$ cat src/rtl/cond_pkg.sv
`default_nettype none
// ============================================================================
//  Module      : cond_pkg
//  Description : Condition codes, opcode classes, sequencer state encoding and
//                the shared taken/not-taken evaluator. COND_SEQ_HALT_EN adds
//                the S_HALT state.
//  Revision    : 1.0 - initial release
// ============================================================================
package cond_pkg;

    localparam logic [2:0] NEVER  = 3'b000;
    localparam logic [2:0] EQ     = 3'b001;
    localparam logic [2:0] LT     = 3'b010;
    localparam logic [2:0] LE     = 3'b011;
    localparam logic [2:0] ALWAYS = 3'b100;
    localparam logic [2:0] NE     = 3'b101;
    localparam logic [2:0] GE     = 3'b110;
    localparam logic [2:0] GT     = 3'b111;

    localparam logic [7:0] ANCHOR = 8'hF0;

    localparam logic [1:0] CLASS_ALU  = 2'b00;
    localparam logic [1:0] CLASS_MEM  = 2'b01;
    localparam logic [1:0] CLASS_IO   = 2'b10;
    localparam logic [1:0] CLASS_COND = 2'b11;

    typedef enum logic [1:0] {
        S_FETCH = 2'd0,
        S_ISSUE = 2'd1,
        S_COND  = 2'd2
`ifdef COND_SEQ_HALT_EN
        ,
        S_HALT  = 2'd3
`endif
    } seq_state_t;

    // Unsigned comparison of the operand against the fixed anchor value.
    function automatic logic cond_eval(input logic [2:0] code, input logic [7:0] operand);
        logic result;
        result = 1'b0;
        case (code)
            NEVER:   result = 1'b0;
            EQ:      result = (operand == ANCHOR);
            LT:      result = (operand <  ANCHOR);
            LE:      result = (operand <= ANCHOR);
            ALWAYS:  result = 1'b1;
            NE:      result = (operand != ANCHOR);
            GE:      result = (operand >= ANCHOR);
            GT:      result = (operand >  ANCHOR);
            default: result = 1'b0;
        endcase
        return result;
    endfunction

endpackage
`default_nettype wire

$ cat src/rtl/cond_fetch_seq_if.sv
`default_nettype none
// ============================================================================
//  Module      : cond_fetch_seq_if
//  Description : Program-memory fetch and execute-issue handshake bundle.
//  Revision    : 1.0 - initial release
// ============================================================================
interface cond_fetch_seq_if #(
    parameter int PC_W   = 8,
    parameter int DATA_W = 8
);
    logic              imem_req;
    logic [PC_W-1:0]   imem_addr;
    logic [DATA_W-1:0] imem_rdata;
    logic              imem_valid;
    logic [DATA_W-1:0] instr;
    logic              instr_valid;
    logic              instr_ready;

    modport master (
        output imem_req,
        output imem_addr,
        input  imem_rdata,
        input  imem_valid,
        output instr,
        output instr_valid,
        input  instr_ready
    );

    modport slave (
        input  imem_req,
        input  imem_addr,
        output imem_rdata,
        output imem_valid,
        input  instr,
        input  instr_valid,
        output instr_ready
    );
endinterface
`default_nettype wire

$ cat src/rtl/cond_fetch_seq.sv
`default_nettype none
// ============================================================================
//  Module      : cond_fetch_seq
//  Description : PC owner / fetch-issue sequencer; resolves condition-class
//                jumps locally. COND_SEQ_HALT_EN enables halt on self-jump.
//  Revision    : 1.0 - initial release
// ============================================================================
module cond_fetch_seq
    import cond_pkg::*;
#(
    parameter int PC_W   = 8,
    parameter int DATA_W = 8
) (
    input  wire logic              clk,
    input  wire logic              rst,
    cond_fetch_seq_if.master       bus,
    input  wire logic [DATA_W-1:0] reg_0,
    input  wire logic [DATA_W-1:0] reg_3,
    output logic [2:0]             arbiter_order,
    output logic                   arbiter_sel,
    output logic [PC_W-1:0]        pc,
    output logic                   halted
);

    localparam logic [PC_W-1:0] c_pc_one = PC_W'(1);

    seq_state_t        r_state;
    seq_state_t        w_next_state;
    logic [PC_W-1:0]   r_pc;
    logic [PC_W-1:0]   w_next_pc;
    logic [DATA_W-1:0] r_instr;
    logic [DATA_W-1:0] w_next_instr;
    logic              w_taken;

    always_ff @(posedge clk) begin
        if (rst) begin
            r_state <= S_FETCH;
        end else begin
            r_state <= w_next_state;
        end
    end

    always_ff @(posedge clk) begin
        if (rst) begin
            r_pc    <= '0;
            r_instr <= '0;
        end else begin
            r_pc    <= w_next_pc;
            r_instr <= w_next_instr;
        end
    end

    always_comb begin
        w_next_state = r_state;
        w_next_pc    = r_pc;
        w_next_instr = r_instr;
        w_taken      = cond_eval(r_instr[2:0], reg_3);

        bus.imem_req    = 1'b0;
        bus.instr_valid = 1'b0;
        arbiter_sel     = 1'b0;
        arbiter_order   = NEVER;
        halted          = 1'b0;

        case (r_state)
            S_FETCH: begin
                bus.imem_req = ~rst;
                if (bus.imem_valid) begin
                    w_next_instr = bus.imem_rdata;
                    w_next_state = (bus.imem_rdata[7:6] == CLASS_COND) ? S_COND : S_ISSUE;
                end
            end
            S_ISSUE: begin
                bus.instr_valid = ~rst;
                if (bus.instr_ready) begin
                    w_next_pc    = r_pc + c_pc_one;
                    w_next_state = S_FETCH;
                end
            end
            S_COND: begin
                arbiter_sel   = ~rst;
                arbiter_order = rst ? NEVER : r_instr[2:0];
                w_next_pc     = w_taken ? reg_0 : r_pc + c_pc_one;
                w_next_state  = S_FETCH;
`ifdef COND_SEQ_HALT_EN
                // A taken jump onto itself can never make progress; park here.
                if (w_taken && (reg_0 == r_pc)) begin
                    w_next_state = S_HALT;
                end
`endif
            end
`ifdef COND_SEQ_HALT_EN
            S_HALT: begin
                halted = ~rst;
            end
`endif
            default: begin
                w_next_state = S_FETCH;
            end
        endcase
    end

    assign bus.imem_addr = r_pc;
    assign bus.instr     = r_instr;
    assign pc            = r_pc;

endmodule
`default_nettype wire

$ cat src/flat_wrapper.sv
// flat-port wrapper written by rule: the top's interface ports become plain ports
module cond_fetch_seq_flat import cond_pkg::*;
#(
    parameter int PC_W   = 8,
    parameter int DATA_W = 8
)
  (clk, rst, reg_0, reg_3, arbiter_order, arbiter_sel, pc, halted, bus_imem_req, bus_imem_addr, bus_imem_rdata, bus_imem_valid, bus_instr, bus_instr_valid, bus_instr_ready);
  cond_fetch_seq_if #(.PC_W(PC_W), .DATA_W(DATA_W)) bus_i ();
  input  wire logic clk;
  input  wire logic rst;
  input  wire logic [DATA_W-1:0] reg_0;
  input  wire logic [DATA_W-1:0] reg_3;
  output logic [2:0] arbiter_order;
  output logic arbiter_sel;
  output logic [PC_W-1:0] pc;
  output logic halted;
  output wire logic [$bits(bus_i.imem_req)-1:0] bus_imem_req;
  output wire logic [$bits(bus_i.imem_addr)-1:0] bus_imem_addr;
  input wire logic [$bits(bus_i.imem_rdata)-1:0] bus_imem_rdata;
  input wire logic [$bits(bus_i.imem_valid)-1:0] bus_imem_valid;
  output wire logic [$bits(bus_i.instr)-1:0] bus_instr;
  output wire logic [$bits(bus_i.instr_valid)-1:0] bus_instr_valid;
  input wire logic [$bits(bus_i.instr_ready)-1:0] bus_instr_ready;
  assign bus_imem_req = bus_i.imem_req;
  assign bus_imem_addr = bus_i.imem_addr;
  assign bus_i.imem_rdata = bus_imem_rdata;
  assign bus_i.imem_valid = bus_imem_valid;
  assign bus_instr = bus_i.instr;
  assign bus_instr_valid = bus_i.instr_valid;
  assign bus_i.instr_ready = bus_instr_ready;
  cond_fetch_seq #(.PC_W(PC_W), .DATA_W(DATA_W)) u_core (.clk(clk), .rst(rst), .bus(bus_i), .reg_0(reg_0), .reg_3(reg_3), .arbiter_order(arbiter_order), .arbiter_sel(arbiter_sel), .pc(pc), .halted(halted));
endmodule
$ cat config.mk
export PLATFORM = sky130hd
export DESIGN_NAME = cond_fetch_seq_flat
export DESIGN_NICKNAME = d
export VERILOG_FILES = /design/src/rtl/cond_pkg.sv /design/src/rtl/cond_fetch_seq_if.sv /design/src/rtl/cond_fetch_seq.sv /design/src/flat_wrapper.sv
export SDC_FILE = /design/constraint.sdc
export NUM_CORES = 1
export LEC_CHECK = 0
export CAP_MARGIN = 20
export CORE_ASPECT_RATIO = 0.7
export CORE_MARGIN = 3
export CORE_UTILIZATION = 34
export CTS_CLUSTER_DIAMETER = 150
export DETAILED_ROUTE_END_ITERATION = 12
export GPL_TIMING_DRIVEN = 0
export PLACE_DENSITY = 0.78
export SKIP_CTS_REPAIR_TIMING = 1
export SLEW_MARGIN = 20
export SYNTH_ARGS = -nofsm -noshare
export SYNTH_HDL_FRONTEND = slang
export SYNTH_SLANG_ARGS = --single-unit
$ cat constraint.sdc
create_clock -name clk -period 1.7 [get_ports clk]
set_clock_uncertainty 0.2 [all_clocks]
set_input_delay 0.255 -clock clk [delete_from_list [all_inputs] [get_ports clk]]
set_output_delay 0.255 -clock clk [all_outputs]
set_load 0.005 [all_outputs]
==> flow_summary.ini <==
[yosys]
ys_ff_latch = 18
synth_area_leaders = dfxtp_1, mux2i_1, buf_4
synth_area_per_cell_um2 = 8.95
yosys_warnings = 0
yosys-top-cells-count = dfxtp_1, nor2_1, buf_4, mux2i_1
yosysMostFrequentCell = dfxtp_1
netlist_area_um2 = 1010
synthCells = 113
synthArstFlopShare_pct = 0
ys.flop_type = dfxtp_1
syn-num-nets = 142
yosysSeqAreaShare_pct = 35.6
synth.top_cell.area_share_pct = 35.6
synth-edff-count = 0
ys_types = 30
yosysTopAreaCell = dfxtp_1

[clocking]
cts_tree = built
numCtsBuffers = 3
cts.sinks = 18
root_buffer = clkbuf_8
insertion_delay_ns = 0.26
path_clk_slew_ns = 0.07
cts.htree.levels = 1
ctsLongestPathBuffers = 2

[sta]
rsz0062_at_grt = yes
report.final.slew_viol_count = 0
timing.final.crit_period_ns = 1.84
setup_ws_ns = -0.143
fin_crit_sh_pct = 108
finalHoldViolCount = 0
setup_tns_ns = -0.661
fmax_mhz = 543
setup_viol = 8

[floorplan]
die_area_um2 = 3670
rows = 15
initial_core_util_pct = 38.2
dieHeight_um = 51.6
core_um2 = 2650
die_w_um = 71.2
io_pins = 59

[grt]
antenna_found_initial = 0
grt_pass1_wl_mm = 4.74
grt_overflow = 0
grt_pass1_vias = 1049
grt_usage_pct = 16.0
grt_max_degree = 11

[critical_path]
end_kind = register
path_class = register to register
cp_data_required_time_ns = 1.64
path_max_fanout = 5
arrival_ns = 1.79
worst_setup_path_start_kind = register

[route]
totalWireLength_mm = 3.60
vias = 1175
wl_per_cell_um = 16.6
drc = 0
via_per_inst = 5.41
drtIter0Drc = 135
drt_pass1_iterations = 4
ant_nets = 0

[job]
cap_violations = 0

[placement]
place_ws_ns = -0.673
finalWeightedCongestion = 0.794
port_buffers = 57
dpl.hpwl_mm = 2.38

[cells_and_area]
area_growth_pct = 91.3
multi_input_area_um2 = 642
fin_nets = 213
antenna_cells = 0
drive_above_1_share_pct = 35.5
nFillCells = 185
final-seq-area_um2 = 407

[pwr]
leakagePower_nw = 0.905
peakVddDrop_mv = 0.474
cellPowerDensity_nw_per_um2 = 612
p_total_mw = 1.18

[worst_hold_path]
hold_class = input port to register

[outcome]
violations = negative setup slack
status = complete, but fails checks
## critical path, cell delays in order, from the launching register on
cell and delay (ns):
dfxtp_4 0.35, nand2b_4 0.16, a31o_4 0.22, nor4_4 0.28
buf_4 0.22, mux2i_1 0.20, a211oi_1 0.09
## final cells by class
class,instances,area share [%]
flip-flops and latches,18,21.0
multi-input cells,80,33.2
plain buffers,15,6.27
clock buffers,4,2.85
repair buffers,66,34.5
well taps,34,2.20
## placed cells by master (no fill, tap or decap), types with 2 or more instances in the layout
cell	netlist	layout
clkbuf_2	0	3
dfxtp_1	18	5
nand3b_1	6	6
clkbuf_8	0	4
nand2_1	7	6
buf_6	1	7
and2_1	5	2
buf_4	9	19
or4_1	5	5
a22oi_1	6	6
nand4_1	3	3
and2_4	0	3
nor3b_1	3	2
nor4_4	0	2
a31oi_1	7	7
nor2_1	10	9
mux2i_1	9	9
dlymetal6s2s_1	0	15
clkdlybuf4s50_1	0	36
and4_4	0	2
dfxtp_4	0	12
## where the power goes
part,total [mW],internal (mW),switching (mW)
Clock,0.352,0.206,0.146
Sequential,0.497,0.453,0.0439
Combinational,0.335,0.222,0.113
## metrics by stage
stage / hold slack, ns / utilization, % / cell area, um^2 / instances
floorplan: 0.196 / - / 1040 / 113
global placement: 0.272 / 62.6 / 1660 / 204
detailed placement: 0.288 / 62.6 / 1660 / 204
CTS: 0.305 / 64.7 / 1710 / 208
global route: 0.132 / 73.1 / 1930 / 217
finish: 0.114 / 73.1 / 1930 / 217
## per-layer routing
metal  wire length, um  track usage, %
met5                 0               0
met4                80            1.56
met3               262            4.83
met2              1760            27.9
met1              1490            20.2
## worst paths after layout
check | startpoint | endpoint | slack (ns) | cells past startpoint
min reg2reg | u_core.r_state[1] | u_core.r_state[0] | 0.29 | 1
max | u_core.r_state[0] | u_core.bus.imem_addr[1] | -0.14 | 6
min | bus_instr_ready | u_core.r_state[0] | 0.11 | 3
max reg2reg | u_core.r_state[0] | u_core.bus.imem_addr[1] | -0.14 | 6
## kinds of logic (layout without fill, tap and decap cells)
kind of cell	Yosys count	in the layout	share of synthesized area, %
buf+inv	15	85	9.78
compound gates	17	17	11.9
fa+ha+maj	1	1	1.24
mux	10	10	10.0
other cells	1	1	0.371
flops	18	18	35.6
simple gates	51	51	31.1
## state kept, by name, summed over array words and instances (netlist names)
register	count
u_core.r_state	2
u_core.bus.imem_addr	8
u_core.bus.instr	8
No activity file was read; power rests on OpenSTA's default activity.
==> variant 1 (config.mk and constraints unchanged) <==
Re-encode `seq_state_t` (3 states) as one-hot, 3 bits wide.
--- a/src/rtl/cond_pkg.sv
+++ b/src/rtl/cond_pkg.sv
@@ -25,8 +25,8 @@
     localparam logic [1:0] CLASS_COND = 2'b11;
 
-    typedef enum logic [1:0] {
-        S_FETCH = 2'd0,
-        S_ISSUE = 2'd1,
-        S_COND  = 2'd2
+    typedef enum logic [2:0] {
+        S_FETCH = 3'b001,
+        S_ISSUE = 3'b010,
+        S_COND  = 3'b100
 `ifdef COND_SEQ_HALT_EN
         ,
Formal check against the unedited RTL: no difference found for any inputs over 10 cycles, from zero or initial values and one cycle with rst high; not proved beyond that.
==> variant 1 against the unedited design <==
  * The run still ends with negative setup slack left
  * Wire length fell by 4.5%
  * Power fell by 4.7%
  * Count of clock-buffer cells in the layout did not move
  * Sequential cell count rose by 1
  * Area after synthesis rose by 4.6%
  * Via count rose by 4.3%
  * Setup slack got worse by 0.23 ns
  * Final area rose by 0.45%
  * Cell count rose by 11%
  * Critical endpoint is now u_core.bus.imem_addr[4]$_SDFFE_PP0P_
  * Largest cell class unchanged
==> variant 1: results (changes against the unedited design) <==
| Quantity | This run | vs unedited |
|---|---|---|
| Run status | finished, violations left |  |
| Failing checks | negative setup slack |  |
| Global-route wire length before repair | 5210 um | +9.9% |
| Max stage delay on crit path | 0.46 ns | +0.11 ns |
| Wire length on met3 | 252 um | -3.8% |
| Slowest stage cell, crit path | sky130_fd_sc_hd__or4_4 |  |
| Worst voltage drop across the vdd grid | 0.589 mV | +24% |
| Detailed route wirelength on metal2 | 1550 um | -12% |
| RePlAce Congestion | 0.846 | +6.6% |
| Fill count | 232 | +25% |
| Setup ws final | -0.372 ns | -0.229 ns |
| Synthesized netlist cell count | 131 | +16% |
| Setup-violating endpoint count in the final report | 12 | +4 |
| Area growth from synthesis to final layout | 83.8% |  |
| Hpwl dp | 2380 um | about the same |
| Vias | 1226 | +4.3% |
| Leading cell types by count after synthesis | sky130_fd_sc_hd__nand2_1 (21), sky130_fd_sc_hd__dfxtp_1 (19), sky130_fd_sc_hd__a21oi_1 (9), sky130_fd_sc_hd__buf_4 (9), sky130_fd_sc_hd__a31oi_1 (7) |  |
| Syn_nets | 160 | +13% |
| Synth top area cells | sky130_fd_sc_hd__dfxtp_1 (36%), sky130_fd_sc_hd__nand2_1 (7.5%), sky130_fd_sc_hd__buf_4 (6.4%) |  |
| Effective utilization at floorplan | 36.7% | -1.5 points |
| Final-layout setup total negative slack | -2.56 ns | -1.90 ns |
| Post-Route WL | 3440 um | -4.5% |
| Count of placed standard cells including taps | 224 | +9.8% |
| Met1 global-route usage | 23.4% | +3.1 points |
| Fraction of final layout cells with drive strength greater than 1 | 30.4% | -5.1 points |
| Pre-CTS worst setup slack | -0.809 ns | -0.137 ns |
| Largest fanout on the critical path | 6 | +1 |
| Proportion of total power due to net switching | 25.2% | -0.34 points |
| Origin of the worst min-delay path | rst |  |
| Met2 layer usage reported by global route | 27.5% | -0.35 points |
| Worst hold margin | 0.141 ns | +0.0278 ns |
| Met1 routed wirelength after detailed routing | 1570 um | +4.9% |
==> variant 1: changes by cell type in the layout (fill, tap and decap cells not counted), sizes merged, moves of 2 or more <==
cell,before,now
a21oi,0,9
nand3,1,4
nor3,2,5
nand4,3,1
nor2,10,3
a2111oi,0,2
nand2,7,21
nand2b,1,4
buf,26,28
nor3b,3,0
mux2i,9,0
or2,0,2
clkdlybuf4s50,36,38
a211oi,3,1
==> variant 1: cells by family (layout without fill, tap and decap cells) <==
group / Yosys count / count (layout) / synth area share, %
buf+inv: 17 / 90 / 10.1
flops: 19 / 19 / 36.0
simple gates: 65 / 65 / 35.1
compound gates: 28 / 28 / 17.3
fa+ha+maj: 1 / 1 / 1.18
other cells: 1 / 1 / 0.355
==> variant 1: final cells by class <==
class / instances / share of cell area (%)
repair buffers: 70 / 35.4
multi-input cells: 95 / 32.8
flip-flops and latches: 19 / 21.1
plain buffers: 15 / 5.86
clock buffers: 4 / 2.32
well taps: 36 / 2.32
inverters: 1 / 0.193
==> variant 1: power groups by stage <==
| stage | Sequential (uW) | Clock (uW) | Combinational, uW |
|---|---|---|---|
| 2_1_floorplan | 520 | 0 | 108 |
| 3_3_place_gp | 523 | 0 | 278 |
| 3_5_place_dp | 525 | 0 | 284 |
| 4_1_cts | 515 | 314 | 287 |
| 5_1_grt | 521 | 339 | 334 |
| 6_report | 515 | 305 | 308 |
==> variant 1: worst reg2reg max path, stage by stage (launching register included) <==
cell                        delay [ns]
sky130_fd_sc_hd__dfxtp_2          0.32
sky130_fd_sc_hd__buf_6            0.11
sky130_fd_sc_hd__nand4bb_1        0.14
sky130_fd_sc_hd__a211oi_2         0.05
sky130_fd_sc_hd__a211o_1          0.36
sky130_fd_sc_hd__buf_6            0.15
sky130_fd_sc_hd__or4_4            0.46
sky130_fd_sc_hd__a31oi_1          0.21
==> variant 2 (same flow settings) <==
Without the edit above. Build with the macro `COND_SEQ_HALT_EN` defined.
--- a/src/rtl/cond_pkg.sv
+++ b/src/rtl/cond_pkg.sv
@@ -7,4 +7,6 @@
 //  Revision    : 1.0 - initial release
 // ============================================================================
+`define COND_SEQ_HALT_EN
+
 package cond_pkg;
 
Function: changed (a bounded check fails within 4 cycles, from zero or initial values and one cycle with rst high).
==> variant 2 against the unedited design <==
  * Hold slack improved by 0.12 ns
  * Final area rose by 19%
  * Sequential share of layout area fell by 4.1 points
  * Non-clock buffer count rose by 5
  * Setup slack got worse by 0.098 ns
  * Sequential cell count did not move
  * The run still ends with negative setup slack left
  * Critical path depth rose by 1
  * Area after synthesis rose by 24%
  * Wire length rose by 14%
  * Die area rose by 22%
  * Cell count rose by 29%
  * Highest routed layer unchanged
Power is not compared: it rests on default switching activity, and its combinational part moved more than twofold at a synthesized area within 25%.
==> variant 2: results (changes against the unedited design) <==
| Quantity | This run | vs unedited |
|---|---|---|
| Failing checks | negative setup slack |  |
| Vias | 1412 | +20% |
| Aggregate global-route resource usage | 16.2% | +0.18 points |
| Number of nets in the finished design | 267 | +25% |
| Count of antenna diodes in the layout | 0 | unchanged |
| Reg-to-Reg End | u_core.bus.imem_addr[6]$_SDFFE_PP0P_ |  |
| Hpwl dp | 2750 um | +15% |
| Fraction of final layout cells with drive strength greater than 1 | 34.8% | -0.76 points |
| 1st-iter DRT viols | 64 | -53% |
| Final-layout setup total negative slack | -2.04 ns | -1.37 ns |
| Setup-violating endpoint count in the final report | 19 | +11 |
| Worst min path class | input pin to flip-flop |  |
| Worst R2R Setup Slack | -0.24 ns | -0.10 ns |
| RePlAce Congestion | 0.811 | +2.2% |
| Area of placed instances | 1940 sq um | +17% |
| Data arrival, critical path | 1.92 ns | +0.13 ns |
| Setup ws final | -0.241 ns | -0.0979 ns |
| Sequential cell area fraction in the yosys report | 28.7% | -7.0 points |
| Via count of the first global-routing pass | 1277 | +22% |
| Cell count of the worst reg-to-reg path | 7 | +1 |
| Number of buffers added by the clock tree synthesis step | 3 | unchanged |
| Initial DRT Pass Iterations | 4 | unchanged |
| Distinct cell type count after synthesis | 34 | +13% |
| Synth top area cells | sky130_fd_sc_hd__dfxtp_1 (29%), sky130_fd_sc_hd__nand2_1 (7.8%), sky130_fd_sc_hd__nand3_1 (7.2%) |  |
| Run status | finished, violations left |  |
| Register clock-pin slew on the reported worst setup and hold paths | 0.07 ns | about the same |
| Origin of the worst min-delay path | bus_imem_valid |  |
| Leading cell types by count after synthesis | sky130_fd_sc_hd__nand2_1 (26), sky130_fd_sc_hd__dfxtp_1 (18), sky130_fd_sc_hd__nand3_1 (18) |  |
| Syn_nets | 191 | +35% |
| Family with the most delay on the worst path | flip-flops |  |
| Global-route wire length before repair | 5840 um | +23% |
| Average routed wire per standard cell | 14.6 um | -12% |
## variant 2: cell type report
cell class,count,area [sq um]
Timing Repair Buffer,71,747
Clock buffer,4,55.1
Multi-Input combinational cell,121,910
Inverter,4,20.0
Tap cell,47,58.8
Buffer,15,128
Sequential cell,18,390
Fill cell,273,1030
## variant 2: through the flow
stage / hold WS, ns / total power (uW) / instances / setup WS, ns
global placement: 0.244 / 1910 / 262 / -0.685
finish: 0.229 / 2710 / 280 / -0.241
global route: 0.279 / 2880 / 280 / -0.318
floorplan: 0.199 / 1410 / 158 / -0.0167
detailed placement: 0.250 / 1940 / 262 / -0.729
CTS: 0.228 / 2310 / 266 / -0.665
## variant 2: kinds of logic after synthesis
logic type               count (synthesis)  synth area share [%]
AO/OA/AOI/OAI                           30                  16.1
XOR/XNOR                                 8                  5.57
adder cells (fa/ha/maj)                  5                  4.98
buffers and inverters                   19                  9.85
flip-flops                              18                  28.7
multiplexers                             3                  2.49
AND/OR/NAND/NOR                         75                  32.3
## variant 2: power by group through the flow
stage / clock [uW] / combinational, uW / sequential, uW
2_1_floorplan: 0 / 723 / 689
3_3_place_gp: 0 / 1210 / 706
3_5_place_dp: 0 / 1220 / 714
4_1_cts: 369 / 1240 / 704
5_1_grt: 385 / 1770 / 728
6_report: 367 / 1630 / 709
## variant 2: metal layers
| metal | global-route usage [%] | up-vias | routed length [um] |
|---|---|---|---|
| met5 | 0 | - | 0 |
| met4 | 2.74 | 0 | 17 |
| met3 | 6.09 | 2 | 332 |
| met2 | 24.2 | 46 | 1820 |
| met1 | 22.3 | 667 | 1920 |
| li1 | - | 697 | - |
## variant 2: worst min-delay path by stage
stage,endpoint,cells after the start
floorplan,u_core.bus.imem_addr[0]$_SDFFE_PP0P_,2
global placement,u_core.bus.instr[5]$_SDFFE_PP0P_,2
detailed placement,u_core.bus.instr[5]$_SDFFE_PP0P_,2
CTS,u_core.bus.instr[7]$_SDFFE_PP0P_,3
global route,u_core.bus.instr[0]$_SDFFE_PP0P_,3
finish,u_core.bus.instr[2]$_SDFFE_PP0P_,3
## variant 2: worst reg2reg max path, delay by kind of cell, from the launching register on
kind,cells,cell delay [ns]
AND/OR/NAND/NOR,1,0.32
flip-flops,1,0.36
buffers and inverters,2,0.26
multiplexers,1,0.19
AO/OA/AOI/OAI,2,0.36
adder cells (fa/ha/maj),1,0.17
